File: config.mk
export PLATFORM = sky130hd
export DESIGN_NAME = clic_gateway
export DESIGN_NICKNAME = d
export VERILOG_FILES = /design/src/rtl/clic_reg_pkg.sv /design/src/rtl/clic_gateway_sync.sv /design/src/rtl/clic_gateway.sv
export SDC_FILE = /design/constraint.sdc
export NUM_CORES = 1
export LEC_CHECK = 0
export CAP_MARGIN = 20
export CORE_UTILIZATION = 25
export CTS_CLUSTER_DIAMETER = 200
export DETAILED_ROUTE_END_ITERATION = 16
export SETUP_SLACK_MARGIN = 0.02
export SYNTH_ARGS = -nofsm -noshare
export SYNTH_HDL_FRONTEND = slang
export SYNTH_SLANG_ARGS = --single-unit
File: constraint.sdc
create_clock -name clk_i -period 2.7 [get_ports clk_i]
set_clock_uncertainty 0.05 [all_clocks]
set_input_delay 0.405 -clock clk_i [delete_from_list [all_inputs] [get_ports clk_i]]
set_output_delay 0.405 -clock clk_i [all_outputs]
set_load 0.1 [all_outputs]
File: src/rtl/clic_reg_pkg.sv
// Shared CLIC register-adapter definitions: source count and claim-ID type.
package clic_reg_pkg;

    localparam int NumSrc  = 32;
    localparam int SrcIdxW = $clog2(NumSrc);

    typedef logic [SrcIdxW-1:0] clic_src_idx_t;

    typedef enum logic {
        TRIG_LEVEL = 1'b0,
        TRIG_EDGE  = 1'b1
    } clic_trig_e;

endpackage

File: src/rtl/clic_gateway_sync.sv
// Two-flop synchroniser for asynchronous interrupt lines, synchronous active-high reset.
module clic_gateway_sync #(
    parameter int WIDTH = 32
) (
    input  logic             clk_i,
    input  logic             rst_i,
    input  logic [WIDTH-1:0] d_i,
    output logic [WIDTH-1:0] q_o
);

    logic [WIDTH-1:0] meta_r;
    logic [WIDTH-1:0] sync_r;

    // Two-stage capture of the raw lines into the clk_i domain
    always_ff @(posedge clk_i) begin
        if (rst_i) begin
            meta_r <= {WIDTH{1'b0}};
            sync_r <= {WIDTH{1'b0}};
        end else begin
            meta_r <= d_i;
            sync_r <= meta_r;
        end
    end

    assign q_o = sync_r;

endmodule

File: src/rtl/clic_gateway.sv
// Per-source interrupt gateway (edge/level trigger) feeding the CLIC adapter ip_i.
// Optional input synchronisers enabled by defining CLIC_GATEWAY_SYNC_EN.
module clic_gateway
    import clic_reg_pkg::*;
#(
    parameter int N_SOURCE  = NumSrc,
    parameter int SRC_IDX_W = $clog2(N_SOURCE)
) (
    input  logic                 clk_i,
    input  logic                 rst_i,
    input  logic [N_SOURCE-1:0]  intsrc_i,
    input  logic [N_SOURCE-1:0]  le_i,
    input  logic [N_SOURCE-1:0]  sw_set_i,
    input  logic [N_SOURCE-1:0]  sw_clr_i,
    input  logic                 claim_valid_i,
    input  logic [SRC_IDX_W-1:0] claim_id_i,
    output logic [N_SOURCE-1:0]  ip_o,
    output logic                 claim_err_o
);

    logic [N_SOURCE-1:0] s_s;
    logic [N_SOURCE-1:0] s_q_r;
    logic [N_SOURCE-1:0] ip_r;
    logic [N_SOURCE-1:0] ip_nxt_s;
    logic [N_SOURCE-1:0] rise_s;
    logic [N_SOURCE-1:0] id_hit_s;
    logic                claim_ok_s;
    logic                claim_err_r;
    logic [1:0]          arm_cnt_r;
    logic                edge_en_s;

    // Edges are blanked until the sample pipeline has refilled after reset, so a
    // line held high through reset never looks like a fresh rising edge.
`ifdef CLIC_GATEWAY_SYNC_EN
    localparam logic [1:0] ARM_CYC = 2'd3;

    clic_gateway_sync #(
        .WIDTH (N_SOURCE)
    ) u_sync (
        .clk_i (clk_i),
        .rst_i (rst_i),
        .d_i   (intsrc_i),
        .q_o   (s_s)
    );
`else
    localparam logic [1:0] ARM_CYC = 2'd1;

    assign s_s = intsrc_i;
`endif

    assign edge_en_s  = (arm_cnt_r == ARM_CYC);
    assign rise_s     = s_s & ~s_q_r & {N_SOURCE{edge_en_s}};
    assign claim_ok_s = claim_valid_i & (|(id_hit_s & ip_r));

    genvar k;
    generate
        for (k = 0; k < N_SOURCE; k++) begin : g_src
            logic nxt_s;

            assign id_hit_s[k] = (claim_id_i == SRC_IDX_W'(k));

            // Per-source next pending state: set beats clear in edge mode
            always_comb begin
                nxt_s = ip_r[k];
                if (le_i[k]) begin
                    if (rise_s[k] | sw_set_i[k]) begin
                        nxt_s = 1'b1;
                    end else if ((claim_ok_s & id_hit_s[k]) | sw_clr_i[k]) begin
                        nxt_s = 1'b0;
                    end else begin
                        nxt_s = ip_r[k];
                    end
                end else begin
                    nxt_s = s_s[k];
                end
            end

            assign ip_nxt_s[k] = nxt_s;
        end
    endgenerate

    // Sample history, pending vector, claim error pulse and post-reset arming
    always_ff @(posedge clk_i) begin
        if (rst_i) begin
            s_q_r       <= {N_SOURCE{1'b0}};
            ip_r        <= {N_SOURCE{1'b0}};
            claim_err_r <= 1'b0;
            arm_cnt_r   <= 2'd0;
        end else begin
            s_q_r       <= s_s;
            ip_r        <= ip_nxt_s;
            claim_err_r <= claim_valid_i & ~claim_ok_s;
            if (arm_cnt_r != ARM_CYC) begin
                arm_cnt_r <= arm_cnt_r + 2'd1;
            end else begin
                arm_cnt_r <= arm_cnt_r;
            end
        end
    end

    assign ip_o        = ip_r;
    assign claim_err_o = claim_err_r;

endmodule
* Yosys cells after proc, flatten, opt, wreduce, memory -nomap -nowiden *
Index checks and enable logic that the tools add are counted.
W data, S select, Z words.

operators by class
  add/sub/neg operators = 1
  bitwise operators = 103
  $mul = 0
  muxes and demuxes = 96
  $lt $le $gt $ge = 0
  equality and inequality tests = 65
  div/mod/pow operators = 0
  shift-type cells = 0
  reduce and logical (&&, ||, !) cells = 2

operators with widths
  kind                   count
  $and A32 B32 Y32       3
  $mux W1                96
  $ne A3 B1 Y1 const B   32
  $eq A5 B5 Y1 const B   16
  $or A1 B1 Y1           64
  $eq A5 B4 Y1 const B   8
  $and A1 B1 Y1          34
  $not A32 Y32           1
  $reduce_or A32 Y1      1
  $eq A5 B3 Y1 const B   4
  $eq A5 B2 Y1 const B   2
  $eq A5 B1 Y1 const B   1
  $logic_not A5 Y1       1
  $add A2 B1 Y2 const B  1
  $eq A2 B1 Y1 const B   1
  $ne A2 B1 Y1 const B   1
  $not A1 Y1             1

storage, ports and cells
  memories kept = 0
  register bits = 67
  RAM bits = 0
  input port bits = 136
  memory bits (read-only) = 0
  output and inout bits = 33
  bits in latches = 0

* Longest topological paths before layout *
Gate-level depths: netlist of run 1.

  depth in word-level cells = 9
  depth in mapped cells = 8

* Worst setup path before layout of run 1 *
OpenSTA, ideal clock, no wires.

  path type = reg-to-reg
  start = reg ip_r[6] (netlist: ip_o[6])
  end = reg ip_r[28] (netlist: ip_o[28])
  arrival = 2343 ps
  period minus slack after synthesis = 2530 ps
  data required time = 2513 ps
  cell stages (with the launch flop) = 6
  library setup time = 137 ps
  slack = 170 ps
  cell sequence = dfxtp_1 > nand3b_1 > a2111oi_0 > nor4_4 > a21boi_2 > a311oi_1

on the way
  cells in the longest elaborated chain, start to end = 6

RTL lines
  element                        line                text
  start: declaration             clic_gateway.sv:23  logic [N_SOURCE-1:0] ip_r;
  start signal: assignment       clic_gateway.sv:86  ip_r <= {N_SOURCE{1'b0}};
  start signal: assignment       clic_gateway.sv:91  ip_r <= ip_nxt_s;
  $and A32 B32 Y32               clic_gateway.sv:53  assign claim_ok_s = claim_valid_i & (|(id_hit_s & ip_r));
  $reduce_or A32 Y1              clic_gateway.sv:53
  $and A1 B1 Y1                  clic_gateway.sv:53
  $and A1 B1 Y1                  clic_gateway.sv:68  end else if ((claim_ok_s & id_hit_s[k]) | sw_clr_i[k]) begin
  $or A1 B1 Y1                   clic_gateway.sv:68
  $ne A3 B1 Y1 (no source line)  n/a

No other way between the ends.
A chain may end at the register's enable or synchronous reset.

* Worst setup path after layout of run 1 *
  start = in claim_id_i[3]
  end = reg ip_r[18] (netlist: ip_o[18])

on the way
  cells in the longest elaborated chain, start to end = 7

RTL lines
  element                                     line                text
  start: declaration                          clic_gateway.sv:16  input logic [SRC_IDX_W-1:0] claim_id_i,
  $eq A5 B1 Y1, or another cell as far along  clic_gateway.sv:60  assign id_hit_s[k] = (claim_id_i == SRC_IDX_W'(k));
  $and A32 B32 Y32                            clic_gateway.sv:53
  $reduce_or A32 Y1                           clic_gateway.sv:53
  $and A1 B1 Y1                               clic_gateway.sv:53
  $and A1 B1 Y1 (*)                           clic_gateway.sv:68
  $or A1 B1 Y1 (*)                            clic_gateway.sv:68
  $ne A3 B1 Y1 (no source line) (*)           n/a

Mark *: on every way between the ends. The rest lies on a longest branch, timed or not.

==> impl_metrics.yaml, run 1 <==
clocking:
  clockBufferDepth: 2
  cts_tree: "yes"
  clk-insertion-delay-late_ps: 320
  clkTransAtPathRegs_ps: 50
  cts_buffers: 9
  cts.repair.resized: 0
  root_buffer: "clkbuf_16"
  htreeDepth: 3
  post-cts-setup-buffers: 0
  cts_sinks: 67
  ctsHoldBuffers: 0
placed_design:
  placed_cell_area_sq_mm: 0.00563
  place_ws_ps: -166
  io_buffers: 168
  dpl.hpwl_um: 10700
  place_congestion: 0.892
floorplan:
  die_y_um: 122
  rows: 43
  die_area_sq_mm: 0.0148
  die_w_um: 122
  core_region_area_sq_mm: 0.0139
  start_util: 0.257
  num_io_pins: 169
flow_run:
  drv_cap: 0
logic_synthesis:
  synth_cell_types: 50
  synth_ff_type: "dfxtp_1"
  postSynthAreaPerCell_sq_um: 8.36
  synth_nets: 565
  async_reset_ff_frac: 0
  synth_seq_cells: 67
  yosysWarnings: 0
  synth-seq-area-share: 0.375
  synth_edf_count: 0
  mappedNetlistArea_sq_mm: 0.00358
  netlist_instances: 428
pwr:
  p_sw_uw: 1190
  seq_power_share: 0.341
  switching_share: 0.354
  leakagePower_uw: 0.00232
  p_int_uw: 2180
  irDropWorstVdd_v: 0.000234
  p_comb_frac: 0.353
  clockPowerShare: 0.307
  p_per_area_mw_per_mm2: 571
status:
  status: "complete, no violations"
finish:
  drive_gt1_frac: 0.158
  layout_common_cells: "134 x clkdlybuf4s50_1, 75 x buf_4, 67 x dfxtp_1"
  multi_input_area_sq_mm: 0.00205
  layout_commonest_cell: "clkdlybuf4s50_1"
  syn_to_final_growth_pct: 64.8
  nNetsFinal: 766
  n_fill_cell: 1412
  antennaDiodeCount: 0
  fin_area_sq_mm: 0.00590
  seqCellArea_sq_mm: 0.00134
route:
  ant_nets: 0
  routed_wl_um: 13200
  wl_per_cell_um: 16.2
  routed-via-count: 3920
  drc: 0
  first_iter_violations: 206
  via_per_inst: 4.82
  dr.pass1.iters: 4
global_route:
  grt_pass1_wl_um: 20500
  grt_antenna_before_repair: 0
  gr-total-overflow: 0
  grt_max_degree: 32
  first_global_vias: 4068
  grt_use_total: 0.180
critical_path:
  end_kind: "flip-flop"
  crit_type: "input pin to flip-flop"
  worst_path_max_delay_cell: "clkdlybuf4s50_1"
  critPathMostFrequentCell: "buf_4"
  cp_data_required_time_ps: 2870
  timing.rr.start: "ip_o[21]"
  path_buf_inv: 5
  worst_ep_arrival_time_ps: 2660
  cp_cell_sequence: "clkdlybuf4s50_1 > buf_4 > buf_4 > nor2_1 > nand2_1 > nand4_1 > nor4_4 > buf_4 > buf_4 > a311oi_1 > nor4_1"
  crit_start: "claim_id_i[3]"
  start_kind: "input pin"
  cpPeakStageDelay_ps: 590
  crit_fanout: 7
  critPathTopFamily: "buffers and inverters"
timing:
  rsz0062_at_grt: "yes"
  setup_violations: 0
  report.final.slew_viol_count: 0
  period_share: 0.921
  tightest_slew_ps: 495
  max_slew_margin: 0.670
  period_minus_slack_ps: 2490
  fin_tns_setup_ps: 0
  setup_slack_ps: 214
  clock.fmax_mhz: 402
  finalHoldViolations: 0
hold_path:
  hp-class: "flip-flop to flip-flop"
  hp-start: "arm_cnt_r[1]"
Yosys cell counts (16+ instances only):
master	count	area share
nor3_1	17	0.024
a311oi_1	25	0.061
nand2b_1	21	0.037
nor2b_1	48	0.084
nor2_1	36	0.038
nand3b_1	16	0.034
nor3b_1	19	0.040
dfxtp_1	67	0.37
a21oi_1	18	0.025
inv_1	31	0.033
layout make-up:
class	instances	share of cell area
Inverter	31	0.0197
Tap cell	180	0.0382
Timing Repair Buffer	210	0.324
Clock inverter	3	0.00255
Sequential cell	67	0.227
Clock buffer	12	0.0418
Multi-Input combinational cell	310	0.347
flip-flops by register name (all words and copies together) (netlist names):
name         cells
s_q_r           32
arm_cnt_r        2
claim_err_o      1
ip_o            32
metrics by stage:
stage	utilization	hold WS [ps]	cells	total power (uW)
global placement	0.404	420	798	2360
finish	0.423	436	813	3370
CTS	0.423	439	813	3410
detailed placement	0.404	428	798	2360
global route	0.423	454	813	3540
floorplan	-	409	428	1870
cell families after synthesis:
family          count (synthesis)  synth area share
simple gates                  201             0.331
compound gates                101             0.214
flops                          67             0.375
buf+inv                        51            0.0559
mux                             6            0.0185
xor+xnor                        1           0.00245
fa+ha+maj                       1           0.00349
path summary, 6_finish.rpt:
path | slack [ps] | to | depth (start not counted)
setup / recovery | 210 | ip_o[18] | 11
hold / removal | 440 | arm_cnt_r[1] | 2
setup reg to reg | 580 | ip_o[18] | 8
hold reg to reg | 440 | arm_cnt_r[1] | 2
metal layers:
metal | vias up | part of all wire | GRT usage
met5 | - | 0 | 0
met2 | 115 | 0.49 | 0.320
met4 | 0 | 0.011 | 0.0556
met1 | 1838 | 0.45 | 0.222
met3 | 8 | 0.050 | 0.0276
li1 | 1959 | - | -
worst reg2reg max path, cell delays in order, from the launching register on:
cell and delay (ps):
dfxtp_1 320, mux2_2 300, nand4b_1 120, nand4_1 160, nor4_4 370, buf_4 210, buf_4 150, a311oi_1 90
nor4_1 260
power groups by stage:
stage | Clock (uW) | Combinational [uW] | Sequential (uW)
3_5_place_dp | 0 | 1190 | 1170
3_3_place_gp | 0 | 1190 | 1170
6_report | 1030 | 1190 | 1150
2_1_floorplan | 0 | 390 | 1470
4_1_cts | 1070 | 1190 | 1150
5_1_grt | 1110 | 1270 | 1160
Power figures use the tool's default switching activity.
==> run 2: changes to the inputs <==
- CTS_CLUSTER_DIAMETER: 200 -> not set
==> results of run 2 <==
Final layout, timing and power as in run 1 (identical DEF).
